--- src/rtl/vram_arb_pkg.sv ---
// Shared definitions for the VRAM arbiter.
// Holds the CPU-access FSM state encoding and the default VRAM geometry.
// No ports: this package is imported by vram_arbiter.
package vram_arb_pkg;

  // Default VRAM geometry: 8K x 8.
  localparam int VRAM_AW = 13;
  localparam int VRAM_DW = 8;

  // CPU access sequencing:
  //   IDLE - waiting for a CPU request
  //   PEND - request latched, waiting for a cycle video does not own
  //   DATA - RAM read data for the CPU access is on ram_q
  typedef enum logic [1:0] {
    IDLE = 2'd0,
    PEND = 2'd1,
    DATA = 2'd2
  } arb_state_t;

endpackage

--- src/rtl/vram_arbiter.sv ---
// VRAM arbiter: shares one single-port video RAM between the video fetch
// engine and a CPU, with absolute priority for video. Also holds the border
// colour register and the vertical-retrace interrupt flag.
//
// Ports:
//   clock, reset_n          - clock and synchronous active-low reset
//   vga_fetch, vga_a, vga_i - video fetch strobe, address, read data
//   vretrace                - one-cycle end-of-frame pulse (sets irq)
//   cpu_req, cpu_we, cpu_a, cpu_d, cpu_q, cpu_ready
//                           - CPU request, direction, address, write data,
//                             registered read data, completion pulse
//   io_we, io_d, border     - border register write strobe, data, value
//   irq, irq_ack            - retrace interrupt level and acknowledge
//   ram_a, ram_d, ram_we, ram_q
//                           - single-port RAM interface (ram_q is valid the
//                             cycle after ram_a is presented)
module vram_arbiter
  import vram_arb_pkg::*;
#(
  parameter int AW = VRAM_AW,
  parameter int DW = VRAM_DW
) (
  input  logic          clock,
  input  logic          reset_n,
  input  logic          vga_fetch,
  input  logic [AW-1:0] vga_a,
  output logic [DW-1:0] vga_i,
  input  logic          vretrace,
  input  logic          cpu_req,
  input  logic          cpu_we,
  input  logic [AW-1:0] cpu_a,
  input  logic [DW-1:0] cpu_d,
  output logic [DW-1:0] cpu_q,
  output logic          cpu_ready,
  input  logic          io_we,
  input  logic [2:0]    io_d,
  output logic [2:0]    border,
  output logic          irq,
  input  logic          irq_ack,
  output logic [AW-1:0] ram_a,
  output logic [DW-1:0] ram_d,
  output logic          ram_we,
  input  logic [DW-1:0] ram_q
);

  arb_state_t    state;
  logic [AW-1:0] req_a;
  logic [DW-1:0] req_d;
  logic          req_we;
  logic          cpu_slot;

  // The CPU gets the RAM only in PEND when video is not fetching. Gating with
  // reset_n keeps a latched write from reaching the RAM during reset and
  // hands the address bus back to video.
  assign cpu_slot = reset_n && (state == PEND) && !vga_fetch;

  assign ram_a  = cpu_slot ? req_a : vga_a;
  assign ram_d  = req_d;
  assign ram_we = cpu_slot && req_we;

  // Video data comes straight from the RAM; the fetch cycle's address is
  // always on ram_a, so ram_q is video data the following cycle.
  assign vga_i = ram_q;

  always_ff @(posedge clock) begin
    if (!reset_n) begin
      state     <= IDLE;
      req_a     <= '0;
      req_d     <= '0;
      req_we    <= 1'b0;
      cpu_q     <= '0;
      cpu_ready <= 1'b0;
      border    <= 3'b000;
      irq       <= 1'b0;
    end else begin
      cpu_ready <= 1'b0;
      case (state)
        IDLE: begin
          if (cpu_req) begin
            req_a  <= cpu_a;
            req_d  <= cpu_d;
            req_we <= cpu_we;
            state  <= PEND;
          end
        end
        PEND: begin
          // Each video fetch cycle here stalls the CPU by one cycle.
          if (!vga_fetch) begin
            state <= DATA;
          end
        end
        DATA: begin
          if (!req_we) begin
            cpu_q <= ram_q;
          end
          cpu_ready <= 1'b1;
          state     <= IDLE;
        end
        default: state <= IDLE;
      endcase

      if (io_we) begin
        border <= io_d;
      end

      // A new retrace takes precedence over an acknowledge in the same cycle
      // so an interrupt is never lost.
      if (vretrace) begin
        irq <= 1'b1;
      end else if (irq_ack) begin
        irq <= 1'b0;
      end
    end
  end

endmodule

--- config.mk ---
export PLATFORM = sky130hd
export DESIGN_NAME = vram_arbiter
export DESIGN_NICKNAME = d
export VERILOG_FILES = /design/src/rtl/vram_arb_pkg.sv /design/src/rtl/vram_arbiter.sv
export SDC_FILE = /design/constraint.sdc
export NUM_CORES = 1
export LEC_CHECK = 0
export BUFFER_PORTS_ARGS = -buffer_cell sky130_fd_sc_hd__buf_4
export CORE_ASPECT_RATIO = 0.7
export CORE_MARGIN = 5
export CORE_UTILIZATION = 40
export DETAILED_ROUTE_END_ITERATION = 16
export PLACE_DENSITY = 0.76
export SETUP_SLACK_MARGIN = 0.4
export SYNTH_ARGS = -nofsm -noshare
export SYNTH_HDL_FRONTEND = slang
export SYNTH_SLANG_ARGS = --single-unit
--- constraint.sdc ---
create_clock -name clock -period 1.5 [get_ports clock]
set_input_delay 0.3 -clock clock [delete_from_list [all_inputs] [get_ports clock]]
set_output_delay 0.3 -clock clock [all_outputs]
set_load 0.05 [all_outputs]
**After elaboration in Yosys (flattened, before gate mapping)**

Index checks and enable logic that the tools add are counted.

- Eq/ne operators: 4
- Multiplexer cells: 7
- Bitwise gates (word level): 1
- Reductions and logical operators: 9

Operators with widths:

| operator | number |
|---|---|
| $mux 13 | 1 |
| $reduce_and 2->1 | 3 |
| $mux 2 | 2 |
| $ne 2x2->1 const B | 2 |
| $pmux 2 s2 | 1 |
| $logic_and 1x1->1 | 3 |
| $mux 1 | 3 |
| $eq 2x1->1 const B | 1 |
| $eq 2x2->1 const B | 1 |
| $logic_not 2->1 | 1 |
| $reduce_bool 2->1 | 1 |
| $logic_not 1->1 | 1 |
| $not 1->1 | 1 |

- Register bits: 37
- Input port bits: 53
- Output and inout port bits: 43
- Logic and storage cells: 29

**Depth between registers and ports, before layout**

Gate-level depths: netlist of run 1.

- Depth in word-level cells: 4
- Mapped depth: 4

**Worst setup path before layout of run 1**

No wires, ideal clock.

- Path kind: reg-to-output
- Start point: reg state[0]
- End point: out ram_a[10]
- Arrival time: 1.224 ns
- Required time: 1.200 ns
- Setup slack: -0.024 ns
- Cell stages (with the launch flop): 5
- Buffers on the path: 2
- Cell sequence: dfxtp_1 > and4bb_1 > buf_6 > buf_12 > mux2_4

- Cells in the longest elaborated chain, start to end: 4

RTL lines:

| item | RTL line | text |
|---|---|---|
| start, declared | vram_arbiter.sv:46 | `arb_state_t state;` |
| start signal, assigned | vram_arbiter.sv:67 | `state <= IDLE;` |
| start signal, assigned | vram_arbiter.sv:83 | `state <= PEND;` |
| start signal, assigned | vram_arbiter.sv:89 | `state <= DATA;` |
| $eq 2x1->1 | vram_arbiter.sv:55 | `assign cpu_slot = reset_n && (state == PEND) && !vga_fetch;` |
| $logic_and 1x1->1 (2 in series) | vram_arbiter.sv:55 |  |
| $mux 13 | vram_arbiter.sv:57 | `assign ram_a = cpu_slot ? req_a : vga_a;` |
| end, declared | vram_arbiter.sv:40 | `output logic [AW-1:0] ram_a,` |

Every way passes these cells.

**Worst setup path after layout of run 1**

- Start point: reg state[1]
- End point: out ram_a[12]

The elaborated chain is that of the path after synthesis.

==> metrics.cfg, run 1 <==
[status]
status = complete, but fails checks
failed_checks = setup timing

[timing]
min_period_ns = 1.85
fmax_mhz = 542
fin_crit_sh = 1.23
finalSetupViolCount = 14
hold_violations = 0
maxSlewViolCount = 0
final.setup.tns_ns = -4.52
tightest_slew_ns = 0.594
timing.final.ws_setup_ns = -0.346
rsz0062_at_grt = yes
clock_skew_ns = 0.00328
slew_headroom = 0.604

[cells_and_area]
area_delta_synth_final_pct = 66.6
drive_above_1_share = 0.572
final_nets = 323
postLayoutCellArea_um2 = 2870
n_antenna_cell = 0

[die]
die_w_um = 88.4
die_y_um = 64.9
core-area_um2 = 4250
start_util = 0.405
pin_count = 96
dieArea_um2 = 5740
num_rows = 20

[detailed_routing]
wl_per_cell_um = 13.3
wirelength_um = 4330
ant_nets = 0
drtIter0Drc = 49
first_pass_iters = 4
via_count = 1469
via_per_inst = 4.51
drc = 0

[global_route]
grt_use_total = 0.152
grt_pass1_wl_um = 6750
grt_pass1_vias = 1453
gr-total-overflow = 0
grt_max_degree = 67
antenna_found_initial = 0

[yosys]
synth_seq_area_share = 0.430
yosys.area.top_type = dfxtp_1
synthesis.area_um2 = 1720
syn_nets = 228
syn-mean-instance-area_um2 = 9.85
yosysWarnings = 0
syn_inst = 175
synth_top_area_frac = 0.430
synth.area.top_cells = dfxtp_1, mux2i_1, nand2_1
ys_ff_latch = 37
yosysUniqueCellTypes = 17

[worst_setup_path]
crit_path_top_delay_cell = dfxtp_2
crit_path_max_incr_delay_ns = 0.32
startpoint_type = flop
ff2ff_setup_slack_ns = 0.31
worst_ep_required_time_ns = 1.20
critPathKind = reg -> out
cp-end-kind = primary output
critPathArrivalTime_ns = 1.55
cp_cell_sequence = and4bb_1 -> buf_6 -> mux2_4 -> buf_8
cp_max_fo = 8

[clocking]
cts_tree = done
clk_latency_ns = 0.28
cts_made_buffers = 5
cts_root_buf = clkbuf_8
cts.clk_slew.worst_paths_ns = 0.07
clockBufferDepth = 2
ctsHtreeMaxLevel = 2
clkSinkCount = 37

[place]
post_dp_cell_area_um2 = 2450
gp_congestion = 0.735
hpwl_um = 3040
portBuffers = 95

[pwr]
ir_drop_uv = 738
p_leak_uw = 0.00134
p_per_area_nw_per_um2 = 864

[worst_hold_path]
hp-class = in -> reg

[run]
drv_cap = 0

-- synthesized netlist by cell type --
cell,instances
nor2b_1,4
and3b_2,1
buf_12,1
mux2_4,8
mux2i_1,34
dfxtp_1,37
nor3b_2,1
nand2_1,60
clkbuf_1,3
and4bb_1,1
buf_4,8
and2_2,1
nor3b_1,2
buf_2,5
buf_6,3
mux2_2,5
o21a_1,1
-- critical path, delay by kind of cell, from the launching register on --
| family | cells | cell delay [ns] |
|---|---|---|
| muxes | 1 | 0.32 |
| and+or+nand+nor | 1 | 0.29 |
| DFF | 1 | 0.32 |
| buffers and inverters | 2 | 0.32 |
-- cell type report --
type | instances | area, um2
Tap cell | 55 | 68.8
Timing Repair Buffer | 108 | 1090
Clock inverter | 2 | 10.0
Clock buffer | 6 | 72.6
Sequential cell | 37 | 769
Fill cell | 342 | 1380
Multi-Input combinational cell | 118 | 862
-- flip-flops by register name, indices dropped and copies added (netlist names) --
signal / cells
req_a: 13
state: 2
irq: 1
ram_d: 8
cpu_ready: 1
border: 3
cpu_q: 8
req_we: 1
-- worst paths after layout --
check	from	endpoint	cells past startpoint
worst min-delay path	vretrace	irq	2
worst min register to register	req_a[4]	req_a[4]	2
worst max-delay path	state[1]	ram_a[12]	4
worst max register to register	state[0]	ram_d[4]	5
-- layer usage --
metal | up-vias | track usage | wire length, um | share of wire
met5 | - | 0 | 0 | 0
met4 | 0 | 0.0585 | 70 | 0.016
met3 | 6 | 0.0419 | 292 | 0.067
met2 | 42 | 0.264 | 2170 | 0.50
met1 | 664 | 0.176 | 1790 | 0.41
li1 | 757 | - | - | -
-- where the power goes --
part	internal, uW	total, uW	leakage, uW	switching, uW
Clock	322	661	0.0000450	339
Sequential	1040	1080	0.000313	37.9
Combinational	359	737	0.000984	378
-- through the flow --
step	setup slack [ns]	cells	utilization	hold WS [ns]	power, uW
after floorplan	0.00357	175	-	0.420	1510
after global placement	-0.188	314	0.576	0.443	1720
after detailed placement	-0.207	314	0.576	0.448	1730
after CTS	-0.369	325	0.656	0.217	2480
after global routing	-0.405	326	0.675	0.217	2590
final	-0.346	326	0.675	0.226	2480
-- timing repair --
item | CTS | global route
buffers inserted | 2 | 1
gates resized for setup | 70 | 22
hold buffers | 0 | 0
gates cloned | 1 | 0
setup endpoints to repair | 65 | 62
hold endpoints to repair | 0 | 0
pin swaps | 1 | 2
-- layout by cell type (no fill, tap or decap) --
master / count
and3b_2: 1
mux2_4: 13
nand2_1: 60
buf_4: 64
nor2b_1: 4
buf_12: 1
and2_2: 1
buf_6: 19
clkinv_2: 2
clkbuf_1: 1
o21a_1: 1
buf_8: 23
dfxtp_1: 14
mux2i_1: 34
clkbuf_8: 5
buf_16: 1
nor3b_4: 1
and4bb_1: 1
dfxtp_2: 23
nor3b_2: 1
nor3b_1: 1
-- kinds of logic after synthesis --
kind of cell / after synthesis / synth area share
muxes: 47 / 0.300
DFF: 37 / 0.430
and+or+nand+nor: 70 / 0.179
buffers and inverters: 20 / 0.0871
AOI/OAI and AO/OA: 1 / 0.00436
Power figures use the tool's default switching activity.
==> run 2, diff against run 1 <==
- BUFFER_PORTS_ARGS: -buffer_cell sky130_fd_sc_hd__buf_4 -> unset
- DONT_BUFFER_PORTS: unset -> 1
- PLACE_DENSITY: 0.76 -> unset
==> run 2 against run 1 <==
The run still ends with setup timing left. Register-to-register slack got worse by 0.06 ns. Sequential power increased by 6%. Sequential cell count unchanged. Clock-buffer cell count decreased by 1. Core utilization decreased by 19 points. Critical endpoint unchanged. Largest power group unchanged. Highest routed layer unchanged.
==> metrics.cfg, run 2 (same netlist as run 1, synthesis figures left out) <==
[worst_setup_path]
worst_ep_required_time_ns = 1.20  ; about the same
critical_path_buf_inv_count = 1  ; was 2
crit_family = multiplexers  ; was flip-flops
cp_cell_sequence = and4bb_2 -> buf_12 -> mux2_4  ; was and4bb_1 -> buf_6 -> mux2_4 -> buf_8
startpoint_type = flop  ; unchanged
crit_path_top_delay_cell = mux2_4  ; was dfxtp_2
critPathKind = reg -> out  ; unchanged
cp-end-kind = primary output  ; unchanged
crit_path_max_incr_delay_ns = 0.40  ; was 0.32 ns
cp_max_fo = 11  ; was 8
critPathArrivalTime_ns = 1.49  ; was 1.55 ns

[global_route]
grt_pass1_wl_um = 6240  ; was 6750 um
gr-total-overflow = 0  ; unchanged
antenna_found_initial = 0  ; unchanged
grt_use_total = 0.146  ; was 0.152
grt_pass1_vias = 1245  ; was 1453
grt_max_degree = 68  ; was 67

[detailed_routing]
drc = 0  ; unchanged
drtIter0Drc = 40  ; was 49
ant_nets = 0  ; unchanged
wirelength_um = 3990  ; was 4330 um
first_pass_iters = 4  ; unchanged
via_count = 1166  ; was 1469
via_per_inst = 5.11  ; was 4.51
wl_per_cell_um = 17.5  ; was 13.3 um

[clocking]
ctsHtreeMaxLevel = 2  ; unchanged
cts_tree = done  ; unchanged
clockBufferDepth = 2  ; unchanged
cts.clk_slew.worst_paths_ns = 0.07  ; about the same
cts_root_buf = clkbuf_8  ; unchanged
clk_latency_ns = 0.28  ; about the same
clkSinkCount = 37  ; unchanged
cts_made_buffers = 5  ; unchanged
ctsHoldBuffers = 0  ; unchanged

[cells_and_area]
drive_above_1_share = 0.341  ; was 0.572
fin_util = 0.480  ; was 0.675
n_antenna_cell = 0  ; unchanged
mostFrequentLayoutCell = nand2_1  ; was buf_4
mostFrequentLayoutCells = nand2_1, mux2i_1, dfxtp_4, dfxtp_1, mux2_4  ; was buf_4, nand2_1, mux2i_1, dfxtp_2, buf_8
top_register = req_a  ; unchanged
area_delta_synth_final_pct = 18.5  ; was 66.6%
largest_reg_flops = 13  ; unchanged
fillCellCount = 405  ; was 342
final_nets = 226  ; was 323
postLayoutCellArea_um2 = 2040  ; was 2870 um2

[die]
start_util = 0.405  ; unchanged
die_y_um = 64.9  ; unchanged
pin_count = 96  ; unchanged
num_rows = 20  ; unchanged
die_w_um = 88.4  ; unchanged
core-area_um2 = 4250  ; unchanged
dieArea_um2 = 5740  ; unchanged

[pwr]
p_per_area_nw_per_um2 = 1130  ; was 864 nW/um2
p_comb_frac = 0.153  ; was 0.297
p_int_uw = 1670  ; was 1720 uW
pwr-share-clk = 0.350  ; was 0.267
ir_drop_uv = 793  ; was 738 uV
seqPwrFrac = 0.497  ; was 0.436
p_leak_uw = 0.000829  ; was 0.00134 uW
swShare = 0.277  ; was 0.305
total_switching_power_uw = 642  ; was 755 uW

[timing]
rsz0062_at_grt = yes  ; unchanged
clock_skew_ns = 0.00696  ; was 0.00328 ns
fmax_mhz = 559  ; was 542 MHz
min_period_ns = 1.79  ; was 1.85 ns
fin_crit_sh = 1.19  ; was 1.23
hold_violations = 0  ; unchanged
slew_headroom = 0.820  ; was 0.604
finalSetupViolCount = 14  ; unchanged
timing.final.ws_setup_ns = -0.289  ; was -0.346 ns
maxSlewViolCount = 0  ; unchanged
tightest_slew_ns = 0.270  ; was 0.594 ns

[place]
hpwl_um = 2740  ; was 3040 um
portBuffers = 0  ; was 95
post_dp_cell_area_um2 = 1720  ; was 2450 um2
pre_cts_ws_ns = -0.0704  ; was -0.207 ns
gp_congestion = 0.743  ; was 0.735

[status]
status = complete, but fails checks  ; unchanged
failed_checks = setup timing  ; unchanged

[run]
drv_cap = 0  ; unchanged

[worst_hold_path]
hp-class = in -> reg  ; unchanged

run 2: cell types whose count changed in the layout (fill, tap and decap cells not counted), sizes merged:
| cell | before | now |
|---|---|---|
| bufinv | 0 | 1 |
| clkbuf | 6 | 5 |
| buf | 108 | 11 |
| clkinv | 2 | 1 |
run 2: final cells by class:
| cell class | count | area (um2) | share of cell area |
|---|---|---|---|
| clock buffers | 5 | 68.8 | 0.0337 |
| clock inverters | 2 | 35.0 | 0.0172 |
| multi-input cells | 118 | 870 | 0.426 |
| flip-flops and latches | 37 | 817 | 0.400 |
| well taps | 55 | 68.8 | 0.0337 |
| repair buffers | 11 | 183 | 0.0895 |
run 2: routing by layer:
| metal | vias to the layer above | GRT usage | wire length [um] |
|---|---|---|---|
| met2 | 49 | 0.235 | 2020 |
| met3 | 4 | 0.0762 | 351 |
| met5 | - | 0 | 0 |
| li1 | 559 | - | - |
| met1 | 554 | 0.169 | 1570 |
| met4 | 0 | 0.0396 | 46 |
run 2: path summary, 6_finish.rpt:
path / start / endpoint / slack, ns / cells past startpoint
setup / recovery: state[1] / ram_a[12] / -0.29 / 3
hold / removal: vretrace / irq / 0.14 / 1
setup reg to reg: state[1] / ram_d[2] / 0.25 / 5
hold reg to reg: req_a[12] / req_a[12] / 0.46 / 2
run 2: power by group through the flow:
stage	sequential, uW	combinational [uW]	clock [uW]
floorplan	1180	330	0
detailed placement	1180	287	0
global placement	1180	276	0
finish	1150	354	811
global route	1160	376	889
CTS	1170	359	829
run 2: worst register-to-register path, cell delays in order (launching register included):
cell,delay [ns]
dfxtp_2,0.32
buf_4,0.14
nor3b_4,0.24
buf_6,0.16
buf_12,0.13
mux2i_1,0.20
run 2: through the flow:
stage | total power (uW) | TNS, ns | hold slack [ns] | instances
2_1_floorplan | 1510 | 0 | 0.420 | 175
3_3_place_gp | 1460 | -0.246 | 0.425 | 216
3_5_place_dp | 1470 | -0.325 | 0.429 | 216
4_1_cts | 2360 | -3.90 | 0.133 | 228
5_1_grt | 2420 | -4.49 | 0.131 | 228
6_report | 2320 | -3.79 | 0.144 | 228
run 2: what timing repair did:
item                       4_1_cts  5_1_grt
pin swaps                        0        2
setup endpoints to repair       65       63
gates resized for setup         37       19
cloned                           3        0
setup buffers                    2        0
